--- src/rtl/clock_divider.sv ---
// rtl/clock_divider.sv - power-of-two and DIV_N clock divider (optional macro: CLKDIV_ODD_DUTY50_EN)
module clock_divider #(
    parameter int unsigned DIV_N = 6
) (
    input  logic clk,
    input  logic rst,
    output logic clk2,
    output logic clk4,
    output logic clk8,
    output logic clkn
);

    // Modulo counter is 8 bits wide, enough for ratios up to 255.
    localparam logic [7:0] LAST    = 8'(DIV_N - 1);
    localparam logic [7:0] HALF_M1 = 8'(DIV_N / 2 - 1);
    localparam bit         ODD     = (DIV_N % 2) == 1;
`ifdef CLKDIV_ODD_DUTY50_EN
    // The falling-edge flop stretches the high phase by half a period,
    // so the rising-edge flop only stays high for (DIV_N-1)/2 cycles.
    localparam logic [7:0] ODD_FALL = 8'((DIV_N - 1) / 2);
`else
    // High for (DIV_N+1)/2 cycles, low for the remaining (DIV_N-1)/2.
    localparam logic [7:0] ODD_FALL = 8'((DIV_N + 1) / 2);
`endif

    logic [2:0] cnt_q, cnt_d;
    logic [7:0] mod_q, mod_d;
    logic       clkn_q, clkn_d;

    // Next-state logic for the binary counter, modulo counter and clkn flop.
    always_comb begin
        cnt_d  = cnt_q + 3'd1;
        mod_d  = (mod_q == LAST) ? 8'd0 : mod_q + 8'd1;
        clkn_d = clkn_q;
        if (ODD) begin
            // Rise on the edge that leaves count 0 so the first edge after reset raises clkn.
            if (mod_q == 8'd0) begin
                clkn_d = 1'b1;
            end else if (mod_q == ODD_FALL) begin
                clkn_d = 1'b0;
            end
        end else begin
            if (mod_q == HALF_M1 || mod_q == LAST) begin
                clkn_d = ~clkn_q;
            end
        end
    end

    // Rising-edge state; reset clears everything without waiting for clk.
    always_ff @(posedge clk or posedge rst) begin
        if (rst) begin
            cnt_q  <= 3'd0;
            mod_q  <= 8'd0;
            clkn_q <= 1'b0;
        end else begin
            cnt_q  <= cnt_d;
            mod_q  <= mod_d;
            clkn_q <= clkn_d;
        end
    end

    assign clk2 = cnt_q[0];
    assign clk4 = cnt_q[1];
    assign clk8 = cnt_q[2];

`ifdef CLKDIV_ODD_DUTY50_EN
    generate
        if (ODD) begin : g_odd50
            logic clkn_neg_q;

            // Half-period delayed copy of clkn_q; OR-ing both gives exactly 50% duty.
            always_ff @(negedge clk or posedge rst) begin
                if (rst) begin
                    clkn_neg_q <= 1'b0;
                end else begin
                    clkn_neg_q <= clkn_q;
                end
            end

            assign clkn = clkn_q | clkn_neg_q;
        end else begin : g_even
            assign clkn = clkn_q;
        end
    endgenerate
`else
    assign clkn = clkn_q;
`endif

endmodule

--- config.mk ---
export PLATFORM = sky130hd
export DESIGN_NAME = clock_divider
export DESIGN_NICKNAME = d
export VERILOG_FILES = /design/src/rtl/clock_divider.sv
export SDC_FILE = /design/constraint.sdc
export NUM_CORES = 1
export LEC_CHECK = 0
export ABC_AREA = 1
export CAP_MARGIN = 10
export CORE_AREA = 2 2 39 41
export DETAILED_ROUTE_END_ITERATION = 7
export DIE_AREA = 0 0 41 43
export MAX_ROUTING_LAYER = met4
export PLACE_DENSITY = 0.73
export SLEW_MARGIN = 30
export SYNTH_ARGS = -nofsm -noshare
export SYNTH_HDL_FRONTEND = slang
export SYNTH_SLANG_ARGS = --single-unit
--- constraint.sdc ---
create_clock -name clk -period 2.3 [get_ports clk]
set_input_delay 0.69 -clock clk [delete_from_list [all_inputs] [get_ports clk]]
set_output_delay 0.69 -clock clk [all_outputs]
set_load 0.01 [all_outputs]
==> summary.md <==
| Metric | Value |
|---|---|
| Via count | `430` |
| Seq cells post-synth | `12` |
| Vias in the first global route | `between 300 and 400` |
| Post-CTS resize count | `0` |
| Hold path depth | `1` |
| GRT met2 Usage | `between 15 and 20%` |
| H-tree levels | `1` |
| Final worst-path setup slack | `421 ps` |
| Postcts setup bufs | `0` |
| DRC marker count from the first detailed-route iteration | `7` |
| Arr. time, crit path | `1190 ps` |
| Leak | `between 0.4 and 0.5 nW` |
| I/O pin count | `6` |
| Critical-path cell list | `clkdlybuf4s50_1` |
| Rows | `14` |
| Area grow syn2layout | `18.2%` |
| NetSw | `0.0755 mW` |
| Synth warn | `0` |
| Gr busiest metal | `met1` |
| CP Data Required Time | `about 1600 ps` |
| Library cells used by synthesis | `12` |
| Cts bufs inserted | `3` |
| Max Slew Vio Count | `0` |
| Status | `finished, final reports clean` |
| Worst slew pin tran | `447 ps` |
| Worst path top cell family by delay | `buffers and inverters` |
| DRT Pass-1 Iters | `4` |
| CP endpoint kind | `output pin` |
| Detailed placement HPWL | `roughly 680 um` |
| Global-route wire length before repair | `1560 um` |
| Met3 Usage GRT | `under 10%` |
| Initial antenna violation count | `0` |
| CP max stage delay | `roughly 550 ps` |
| Post-Route Skew | `roughly 7 ps` |
| Most used flip-flop cell after synthesis | `dfrtp_1` |
| Post-synth ARST share | `100%` |
| Hold WS | `455 ps` |
| Worst-skew pair later-pin latency | `270 ps` |
| Residual DRC | `0` |
| WP buf/inv | `1` |
| Worst-path fanout max | `3` |
| GR Util All Layers | `14.2%` |
| Worst reg2reg path depth | `5` |
| Post-Place Worst Slack | `703 ps` |
| Clock Power Share | `43.7%` |
| Number of max-cap violations | `0` |
| Number of diodes | `0` |
| Routed WL | `889 um` |
| Util after Layout | `49.9%` |
| Routed Antenna Nets | `0` |
| Final setup vio count | `0` |
| Die width | `roughly 41 um` |
| Final period util | `roughly 80%` |
| Fill cells | `135` |
| Worst VDD drop | `0.364 mV` |
| Post-cts hold buffer count | `0` |
| Number of cells on the critical path | `1` |
| Global route overflow | `0` |
| Per-cell routed wire length | `just under 10 um` |
| Min Tclk post-route | `1880 ps` |
| F_max | `roughly 0.53 GHz` |
| Crit path launch type | `flip-flop` |
| Vias per std cell | `4.67` |
| Power consumption | `0.384 mW` |
| IO buf count | `5` |
| Initial Util | `42.2%` |
| Setup TNS | `0 ps` |
| Int Pwr | `0.309 mW` |
| Pin count of the biggest net entering global routing | `13` |
| # clock sinks | `12` |
| EDFF count, synth | `0` |
| Syn_area_per_cell | `~8.7 um2` |
| Root Driver | `clkbuf_4` |
| Die H | `43 um` |
| Slew HR | `~70%` |
| Power Dens Cells | `556 mW/mm2` |
| CP Class | `flip-flop to output pin` |
| Part of the Yosys area used for sequential elements | `51.4%` |
| Total core area | `0.00138 mm2` |
| Clk slew on worst S/H paths | `70 ps` |
| Mapped Cells | `67` |
| # nets final | `83` |
| Synth area leader | `dfrtp_1` |
| Die Area | `0.00176 mm2` |
| Critical path's slowest cell | `clkdlybuf4s50_1` |
| Most frequent cells after synthesis | `15 x inv_1, 15 x nand2_1, 12 x dfrtp_1` |
| Syn Nets | `73` |
| Share of cells above drive strength 1 | `under 10%` |
| Synth area leaders | `dfrtp_1 51%, inv_1 9.6%, nand2_1 9.6%, ha_1 8.6%, nor2_1 5.1%` |
| Final hold viol count | `0` |
| Top cell type's share of synthesized area | `51.4%` |
| GPL Wtd Cong | `0.761` |
| Syn Std Cell Area | `just under 600 um2` |
| Clk buf depth | `2` |
| Min-Delay Path Class | `flip-flop to flip-flop` |
| Seq pwr share | `54.9%` |
| Logic pwr share | `1.5%` |
| Unrepaired setup endpoints after global routing | `false` |
| Sw Ratio | `19.7%` |
| M1 GR Usage | `about a fifth` |
| CTS tree | `built` |
==> flip-flops by register name (all words and copies together), names as in the netlist <==
register,count
cnt_q,3
mod_q,8
clkn,1
==> path summary, 6_finish.rpt <==
path / to / start / slack [ps]
max reg2reg: mod_q[3] / mod_q[1] / 1110
min: cnt_q[0] / cnt_q[0] / 460
max: clk2 / cnt_q[0] / 420
min reg2reg: cnt_q[0] / cnt_q[0] / 460
min in group asynchronous: mod_q[3] / rst / 710
max in group asynchronous: cnt_q[0] / rst / 1280
==> cell type report <==
cell class | count | area [um2] | share of cell area [%]
Tap cell | 16 | 20.0 | 2.90
Multi-Input combinational cell | 40 | 228 | 33.0
Inverter | 15 | 56.3 | 8.15
Timing Repair Buffer | 5 | 50.0 | 7.25
Clock buffer | 4 | 36.3 | 5.25
Sequential cell | 12 | 300 | 43.5
==> worst register-to-register path, delay by kind of cell, from the launching register on <==
family | cells | cell delay (ps)
and+or+nand+nor | 3 | 460
adders and majority gates | 1 | 130
DFF | 1 | 420
buffers and inverters | 1 | 70
==> kinds of logic after synthesis <==
family | synth area share [%]
buffers and inverters | 9.64
AOI/OAI and AO/OA | 1.71
and+or+nand+nor | 22.7
xor gates and xnor gates | 6.00
adders and majority gates | 8.57
DFF | 51.4
==> through the flow <==
stage	cells	instance area, um2
global placement	88	654
detailed placement	88	654
finish	92	691
global route	92	691
floorplan	67	584
CTS	92	691
==> layout by cell type, fill, tap and decap left out, drive strengths merged <==
master,synthesis,final
nand2,15,15
xor2,3,3
clkbuf,0,4
nand4,1,1
o21ai,2,2
ha,4,4
nor2,8,8
inv,15,15
nand3,5,5
dfrtp,12,12
clkdlybuf4s50,0,5
nor3,1,1
xnor2,1,1
==> power groups by stage <==
| stage | clock network, mW | registers, mW | logic (mW) |
|---|---|---|---|
| finish | 0.168 | 0.211 | 0.00559 |
| global route | 0.181 | 0.211 | 0.00698 |
| CTS | 0.174 | 0.211 | 0.00604 |
| detailed placement | 0 | 0.215 | 0.00604 |
| global placement | 0 | 0.215 | 0.00597 |
| floorplan | 0 | 0.215 | 0.00322 |
==> routing by layer <==
metal  up-vias  share of wire, %
met3         4               4.7
met4         0               2.9
met2         9                46
met1       198                47
met5         -                 0
li1        219                 -
(Power assumes the default switching activity.)
